[config.mk]
export PLATFORM = sky130hd
export DESIGN_NAME = sdmac_reg_ctrl
export DESIGN_NICKNAME = d
export VERILOG_FILES = /design/src/rtl/sdmac_reg_pkg.sv /design/src/rtl/sdmac_flash_if.sv /design/src/rtl/sdmac_reg_ctrl.sv
export SDC_FILE = /design/constraint.sdc
export NUM_CORES = 1
export LEC_CHECK = 0
export ABC_AREA = 1
export CAP_MARGIN = 20
export CORE_ASPECT_RATIO = 2
export CORE_UTILIZATION = 28
export CTS_BUF_LIST = sky130_fd_sc_hd__clkbuf_4 sky130_fd_sc_hd__clkbuf_8
export DETAILED_ROUTE_END_ITERATION = 16
export GPL_TIMING_DRIVEN = 0
export PLACE_DENSITY_LB_ADDON = 0.08
export SLEW_MARGIN = 20
export SYNTH_ARGS = -nofsm -noshare
export SYNTH_HDL_FRONTEND = slang
export SYNTH_SLANG_ARGS = --single-unit
[constraint.sdc]
create_clock -name CLK -period 0.8 [get_ports CLK]
set_input_delay 0.08 -clock CLK [delete_from_list [all_inputs] [get_ports CLK]]
set_output_delay 0.08 -clock CLK [all_outputs]
set_load 0.02 [all_outputs]
[src/rtl/sdmac_reg_pkg.sv]
// Shared constants for the SDMAC register front end: register offsets,
// control-register bit positions and the flash-engine state encoding.
package sdmac_reg_pkg;

    localparam logic [7:0] OFS_WTC        = 8'h04;
    localparam logic [7:0] OFS_CNTR       = 8'h08;
    localparam logic [7:0] OFS_ACR        = 8'h0C;
    localparam logic [7:0] OFS_ST_DMA     = 8'h10;
    localparam logic [7:0] OFS_FLUSH      = 8'h14;
    localparam logic [7:0] OFS_CLR_INT    = 8'h18;
    localparam logic [7:0] OFS_ISTR       = 8'h1C;
    localparam logic [7:0] OFS_H28        = 8'h28;
    localparam logic [7:0] OFS_SP_DMA     = 8'h3C;
    localparam logic [7:0] OFS_WD_BASE    = 8'h40;
    localparam logic [7:0] OFS_SSPBDAT    = 8'h58;
    localparam logic [7:0] OFS_VERSION    = 8'h60;
    localparam logic [7:0] OFS_DEV        = 8'h64;
    localparam logic [7:0] OFS_DSP        = 8'h68;
    localparam logic [7:0] OFS_FLASH_ADDR = 8'h6C;
    localparam logic [7:0] OFS_FLASH_DATA = 8'h70;

    localparam int CNTR_PRESET = 4;
    localparam int CNTR_INTEN  = 2;
    localparam int CNTR_DDIR   = 1;

    typedef enum logic [2:0] {
        FL_IDLE    = 3'd0,
        FL_RD_REQ  = 3'd1,
        FL_RD_WAIT = 3'd2,
        FL_WR_REQ  = 3'd3,
        FL_TERM    = 3'd4
    } flash_state_e;

endpackage

[src/rtl/sdmac_flash_if.sv]
// Flash-access engine: turns FLASH_DATA register cycles into Avalon-MM
// reads/writes and holds FLASH_TERM until the CPU cycle ends.
module sdmac_flash_if
    import sdmac_reg_pkg::*;
#(
    parameter int FLASH_AW = 19
) (
    input  logic                CLK,
    input  logic                RST_,
    input  logic                FLASH_DATA_RD_,
    input  logic                FLASH_DATA_WR,
    input  logic [FLASH_AW-1:0] flash_addr,
    input  logic [31:0]         MID,
    output logic [FLASH_AW-1:0] avm_addr,
    output logic                avm_read,
    output logic                avm_write,
    output logic [31:0]         avm_wdata,
    input  logic [31:0]         avm_rdata,
    input  logic                avm_waitrequest,
    input  logic                avm_readdatavalid,
    output logic [31:0]         FLASH_DATA_OUT,
    output logic                FLASH_TERM
);

    flash_state_e       state_r;
    flash_state_e       state_nx_s;
    logic [FLASH_AW-1:0] addr_r;
    logic [31:0]         wdata_r;
    logic [31:0]         dout_r;

    // State register
    always_ff @(posedge CLK or negedge RST_) begin
        if (!RST_) begin
            state_r <= FL_IDLE;
        end else begin
            state_r <= state_nx_s;
        end
    end

    // Next-state logic; an accepted Avalon request always runs to TERM
    always_comb begin
        state_nx_s = state_r;
        case (state_r)
            FL_IDLE: begin
                if (!FLASH_DATA_RD_) begin
                    state_nx_s = FL_RD_REQ;
                end else if (FLASH_DATA_WR) begin
                    state_nx_s = FL_WR_REQ;
                end else begin
                    state_nx_s = FL_IDLE;
                end
            end
            FL_RD_REQ: begin
                if (!avm_waitrequest) begin
                    state_nx_s = FL_RD_WAIT;
                end else begin
                    state_nx_s = FL_RD_REQ;
                end
            end
            FL_RD_WAIT: begin
                if (avm_readdatavalid) begin
                    state_nx_s = FL_TERM;
                end else begin
                    state_nx_s = FL_RD_WAIT;
                end
            end
            FL_WR_REQ: begin
                if (!avm_waitrequest) begin
                    state_nx_s = FL_TERM;
                end else begin
                    state_nx_s = FL_WR_REQ;
                end
            end
            FL_TERM: begin
                if (FLASH_DATA_RD_ && !FLASH_DATA_WR) begin
                    state_nx_s = FL_IDLE;
                end else begin
                    state_nx_s = FL_TERM;
                end
            end
            default: state_nx_s = FL_IDLE;
        endcase
    end

    // Address/write data are latched as the request starts; read data on valid
    always_ff @(posedge CLK or negedge RST_) begin
        if (!RST_) begin
            addr_r  <= {FLASH_AW{1'b0}};
            wdata_r <= 32'h0000_0000;
            dout_r  <= 32'h0000_0000;
        end else begin
            if (state_r == FL_IDLE && !FLASH_DATA_RD_) begin
                addr_r <= flash_addr;
            end else if (state_r == FL_IDLE && FLASH_DATA_WR) begin
                addr_r  <= flash_addr;
                wdata_r <= MID;
            end else begin
                addr_r  <= addr_r;
                wdata_r <= wdata_r;
            end
            if (state_r == FL_RD_WAIT && avm_readdatavalid) begin
                dout_r <= avm_rdata;
            end else begin
                dout_r <= dout_r;
            end
        end
    end

    assign avm_addr       = addr_r;
    assign avm_wdata      = wdata_r;
    assign avm_read       = (state_r == FL_RD_REQ);
    assign avm_write      = (state_r == FL_WR_REQ);
    assign FLASH_TERM     = (state_r == FL_TERM);
    assign FLASH_DATA_OUT = dout_r;

endmodule

[src/rtl/sdmac_reg_ctrl.sv]
// SDMAC register front end: address decode, control/flash-address registers
// and (with FLASH_EN defined) the Avalon flash-access engine.
module sdmac_reg_ctrl
    import sdmac_reg_pkg::*;
#(
    parameter int         FLASH_AW = 19,
    parameter logic [8:0] CNTR_RST = 9'h000
) (
    input  logic                CLK,
    input  logic                RST_,
    input  logic [7:0]          ADDR,
    input  logic                DMAC_,
    input  logic                AS_,
    input  logic                RW,
    input  logic [31:0]         MID,
    output logic                WDREGREQ,
    output logic                h_0C,
    output logic                h_28,
    output logic                WTC_RD_,
    output logic                CONTR_RD_,
    output logic                ISTR_RD_,
    output logic                SSPBDAT_RD_,
    output logic                VERSION_RD_,
    output logic                DEV_RD_,
    output logic                DSP_RD_,
    output logic                FLASH_ADDR_RD_,
    output logic                FLASH_DATA_RD_,
    output logic                CONTR_WR,
    output logic                ACR_WR,
    output logic                SSPBDAT_WR,
    output logic                VERSION_WR,
    output logic                FLASH_ADDR_WR,
    output logic                FLASH_DATA_WR,
    output logic                ST_DMA,
    output logic                SP_DMA,
    output logic                CLR_INT,
    output logic                FLUSH_,
    output logic [8:0]          CNTR_O,
    output logic                INTENA,
    output logic                PRESET,
    output logic                DMADIR,
    output logic                DMAENA,
    output logic [23:0]         FLASH_ADDR,
    output logic [31:0]         FLASH_DATA_OUT,
    output logic                FLASH_TERM,
    output logic [FLASH_AW-1:0] avm_addr,
    output logic                avm_read,
    output logic                avm_write,
    output logic [31:0]         avm_wdata,
    input  logic [31:0]         avm_rdata,
    input  logic                avm_waitrequest,
    input  logic                avm_readdatavalid
);

    logic       sel_s;
    logic [5:0] lw_s;
    logic [8:0] cntr_r;
    logic       dmaena_r;
    logic [23:0] flash_addr_r;

    assign sel_s = ~DMAC_ & ~AS_;
    assign lw_s  = ADDR[7:2];

    // Longword address decode into read selects, write and action strobes
    always_comb begin
        WDREGREQ       = 1'b0;
        h_0C           = 1'b0;
        h_28           = 1'b0;
        WTC_RD_        = 1'b1;
        CONTR_RD_      = 1'b1;
        ISTR_RD_       = 1'b1;
        SSPBDAT_RD_    = 1'b1;
        VERSION_RD_    = 1'b1;
        DEV_RD_        = 1'b1;
        DSP_RD_        = 1'b1;
        FLASH_ADDR_RD_ = 1'b1;
        FLASH_DATA_RD_ = 1'b1;
        CONTR_WR       = 1'b0;
        ACR_WR         = 1'b0;
        SSPBDAT_WR     = 1'b0;
        VERSION_WR     = 1'b0;
        FLASH_ADDR_WR  = 1'b0;
        FLASH_DATA_WR  = 1'b0;
        ST_DMA         = 1'b0;
        SP_DMA         = 1'b0;
        CLR_INT        = 1'b0;
        FLUSH_         = 1'b1;
        if (sel_s) begin
            case (lw_s)
                OFS_WTC[7:2]:     WTC_RD_ = ~RW;
                OFS_CNTR[7:2]: begin
                    CONTR_RD_ = ~RW;
                    CONTR_WR  = ~RW;
                end
                OFS_ACR[7:2]: begin
                    ACR_WR = ~RW;
                    h_0C   = 1'b1;
                end
                OFS_ST_DMA[7:2]:  ST_DMA   = 1'b1;
                OFS_FLUSH[7:2]:   FLUSH_   = 1'b0;
                OFS_CLR_INT[7:2]: CLR_INT  = 1'b1;
                OFS_ISTR[7:2]:    ISTR_RD_ = ~RW;
                OFS_H28[7:2]:     h_28     = 1'b1;
                OFS_SP_DMA[7:2]:  SP_DMA   = 1'b1;
                OFS_SSPBDAT[7:2]: begin
                    SSPBDAT_RD_ = ~RW;
                    SSPBDAT_WR  = ~RW;
                end
                OFS_VERSION[7:2]: begin
                    VERSION_RD_ = ~RW;
                    VERSION_WR  = ~RW;
                end
                OFS_DEV[7:2]:     DEV_RD_ = ~RW;
                OFS_DSP[7:2]:     DSP_RD_ = ~RW;
                OFS_FLASH_ADDR[7:2]: begin
                    FLASH_ADDR_RD_ = ~RW;
                    FLASH_ADDR_WR  = ~RW;
                end
                OFS_FLASH_DATA[7:2]: begin
                    FLASH_DATA_RD_ = ~RW;
                    FLASH_DATA_WR  = ~RW;
                end
                default:          WDREGREQ = (ADDR[7:4] == OFS_WD_BASE[7:4]);
            endcase
        end else begin
            WDREGREQ = 1'b0;
        end
    end

    // Control, DMA-enable and flash-address registers; stop beats start
    always_ff @(posedge CLK or negedge RST_) begin
        if (!RST_) begin
            cntr_r       <= CNTR_RST;
            dmaena_r     <= 1'b0;
            flash_addr_r <= 24'h00_0000;
        end else begin
            if (CONTR_WR) begin
                cntr_r <= MID[8:0];
            end else begin
                cntr_r <= cntr_r;
            end
            if (SP_DMA) begin
                dmaena_r <= 1'b0;
            end else if (ST_DMA) begin
                dmaena_r <= 1'b1;
            end else begin
                dmaena_r <= dmaena_r;
            end
            if (FLASH_ADDR_WR) begin
                flash_addr_r <= MID[23:0];
            end else begin
                flash_addr_r <= flash_addr_r;
            end
        end
    end

    assign CNTR_O     = cntr_r;
    assign INTENA     = cntr_r[CNTR_INTEN];
    assign PRESET     = cntr_r[CNTR_PRESET];
    assign DMADIR     = ~cntr_r[CNTR_DDIR];
    assign DMAENA     = dmaena_r;
    assign FLASH_ADDR = flash_addr_r;

`ifdef FLASH_EN
    sdmac_flash_if #(
        .FLASH_AW(FLASH_AW)
    ) u_flash (
        .CLK              (CLK),
        .RST_             (RST_),
        .FLASH_DATA_RD_   (FLASH_DATA_RD_),
        .FLASH_DATA_WR    (FLASH_DATA_WR),
        .flash_addr       (flash_addr_r[FLASH_AW-1:0]),
        .MID              (MID),
        .avm_addr         (avm_addr),
        .avm_read         (avm_read),
        .avm_write        (avm_write),
        .avm_wdata        (avm_wdata),
        .avm_rdata        (avm_rdata),
        .avm_waitrequest  (avm_waitrequest),
        .avm_readdatavalid(avm_readdatavalid),
        .FLASH_DATA_OUT   (FLASH_DATA_OUT),
        .FLASH_TERM       (FLASH_TERM)
    );
`else
    logic unused_flash_s;

    assign avm_addr       = {FLASH_AW{1'b0}};
    assign avm_read       = 1'b0;
    assign avm_write      = 1'b0;
    assign avm_wdata      = 32'h0000_0000;
    assign FLASH_DATA_OUT = 32'h0000_0000;
    assign FLASH_TERM     = 1'b0;
    assign unused_flash_s = ^{avm_rdata, avm_waitrequest, avm_readdatavalid, MID[31:24]};
`endif

endmodule

==> metrics.txt <==
area of the multi-input gates=about 0.0013 sq mm; sequential share of power=roughly a third; violated checks=setup timing; Internal=0.00373 W; Slew Limit Fails=0; Root Driver=clkbuf_8; final std cells w/o fill=between 600 and 700; Hold Path Class=input pin to flip-flop; Nets=slightly above 600; Final Hold Fails=0; CP max FO=3; Placer Congestion=between 0.7 and 0.8; Final setup violation count=59; Synth Instances=about 300; Pwr Density=between 1000 and 1500 mW/mm^2; diodes inserted=0; Worst path max stage delay=a little over 0.4 ns; ranking of synthesized cells by area=dfrtp_1 (36%), buf_4 (29%), nand2_1 (13%); worst setup margin=-0.223 ns; sw power=between 0.0015 and 0.002 W; dpl cell area=about 0.0039 sq mm; CTS Buf Count=5; leakage=between 2 and 3 nW; clock buffer depth=2; design area=approximately 0.0048 sq mm; total number of vias=2,499; combinational fraction of design power=35.5%; largest net degree at the start of global routing=19; htree depth=2; maximum vdd drop=945 uV; routed vias/inst=3.92; Req. time, crit path=roughly 0.72 ns; Layout area overhead=103%; final setup TNS=-6.97 ns; Core Box Area=0.00823 sq mm; Clock Pin Slew Worst Setup and Hold Paths=about 0.07 ns; area share of the largest cell type after synthesis=approximately 36%; Max Cap Viol=0; Distinct cells, synth=20; starting density of the core=28.9%; clk sinks=34; most frequent cells in the layout=buf_4 (128), conb_1 (86), buf_6 (78); crit path DAT=between 0.9 and 1 ns; io pins=around 220; commonest non-fill, non-tap cell in the layout=buf_4; Max Freq=roughly 0.98 GHz; Worst setup EP type=output port; placed cells=between 500 and 600; Reg area=between 800 and 900 sq um; post-route ant nets=0; first-pass GRT wire length=between 10,000 and 15,000 um; Layout fillers=about 750; slowest CP cell=dfrtp_1; Tcrit/Tclk final=128%; Avg Inst Size Synth=about 8 sq um; DIE WIDTH=around 67 um; sequential fraction of the synthesis area=35.8%; min cycle time layout=between 1 and 1.5 ns; DRC Markers=0; most frequent cell on the critical path=buf_6; drt total wl=just under 8000 um; fin util=between 50% and 60%; grt ovf=0; IO Port Bufs=93; clk_skew=0 ns; unrepaired setup endpoints after global routing=true; Cell Chain, Critical Path=buf_6 > buf_6; status=finished with violations; post-synth top area cell=dfrtp_1; Worst-Skew Late Latency=0.28 ns; cell area after synthesis=roughly 0.0024 sq mm; TritonCTS clock tree=built; net switching share of the total power=~31%; CP Class=flip-flop to output port; Die Area=just under 0.009 sq mm; Power Total=around 0.0054 W; startpoint types=flip-flop; FP Rows=47; Iter 0 DRT Violations=between 50 and 60; Total Routing Usage GR=between 10% and 20%; Ys Warns=0; initial antenna violation count=0; Detailed Place HPWL=5550 um; layout cell share with drive strength beyond 1=about 53%; Clock power frac=a little under a third; vias in the first global route=2,350; drt pass-1 iters=4; Die Y=between 100 and 150 um; DR WL/cell=12.3 um; Yosys reg bits=34
==> synth_stat cells (all sizes together) <==
library cell  number
dfrtp             34
nand3             11
inv               17
nand2             88
nor3               3
a21oi              1
nand4             28
buf               97
conb               1
nor2              19
==> critical path, delay by kind of cell, from the launching register on <==
kind / cells / cell delay (ns)
buf+inv: 2 / 0.25
flops: 1 / 0.41
==> metal layers <==
metal / share of wire (%) / track usage [%] / wire [um]
met1: 30 / 15.0 / 2350
met2: 59 / 34.9 / 4610
met3: 7.5 / 2.60 / 585
met4: 3.4 / 7.45 / 267
met5: 0 / 0 / 0
==> area by class of cell <==
| type | count | share of cell area, % |
|---|---|---|
| clock buffer | 6 | 1.71 |
| timing repair buffer | 148 | 32.0 |
| inverter | 17 | 1.92 |
| sequential | 34 | 17.6 |
| tap | 98 | 2.54 |
| multi-input combinational | 236 | 27.7 |
| buffer | 97 | 15.9 |
| clock inverter | 1 | 0.623 |
==> kinds of logic after synthesis <==
group / Yosys count / share of synthesized area [%]
buf+inv: 114 / 33.5
compound gates: 1 / 0.210
other cells: 1 / 0.158
flops: 34 / 35.8
simple gates: 149 / 30.4
==> timing repair <==
action | 4_1_cts | 5_1_grt
hold buffers | 1 | 0
pin swaps | 28 | 18
setup endpoints to repair | 93 | 91
buffers inserted | 36 | 21
gates resized for setup | 474 | 34
hold endpoints to repair | 16 | 0
==> path summary, 6_finish.rpt <==
kind	startpoint	end	slack (ns)	depth (start not counted)
max in group asynchronous	RST_	CNTR_O[1]$_DFFE_PN0P_	0.17	3
min	ADDR[2]	DMAENA$_DFFE_PN0P_	0.16	4
min reg2reg	FLASH_ADDR[5]$_DFFE_PN0P_	FLASH_ADDR[5]$_DFFE_PN0P_	0.50	2
min in group asynchronous	RST_	FLASH_ADDR[9]$_DFFE_PN0P_	0.24	2
max	CNTR_O[4]$_DFFE_PN0P_	CNTR_O[4]	-0.22	2
max reg2reg	CNTR_O[1]$_DFFE_PN0P_	CNTR_O[1]$_DFFE_PN0P_	0.03	3
==> power by group through the flow <==
| stage | clock network [W] | logic (W) | registers, W |
|---|---|---|---|
| floorplan | 0 | 0.000920 | 0.00199 |
| global placement | 0 | 0.00152 | 0.00188 |
| detailed placement | 0 | 0.00154 | 0.00189 |
| CTS | 0.00168 | 0.00179 | 0.00187 |
| global route | 0.00174 | 0.00205 | 0.00188 |
| finish | 0.00163 | 0.00192 | 0.00187 |
==> flip-flops by register name, summed over array words and instances (netlist names) <==
| register | cells |
|---|---|
| DMAENA | 1 |
| CNTR_O | 9 |
| FLASH_ADDR | 24 |
==> stage by stage <==
stage	hold WS, ns	setup WS, ns
after floorplan	-0.216	-0.0731
after detailed placement	0.0574	-1.33
final	0.158	-0.223
after global routing	0.168	-0.251
after CTS	0.165	-0.236
after global placement	0.455	-1.32
Power figures use the tool's default switching activity.
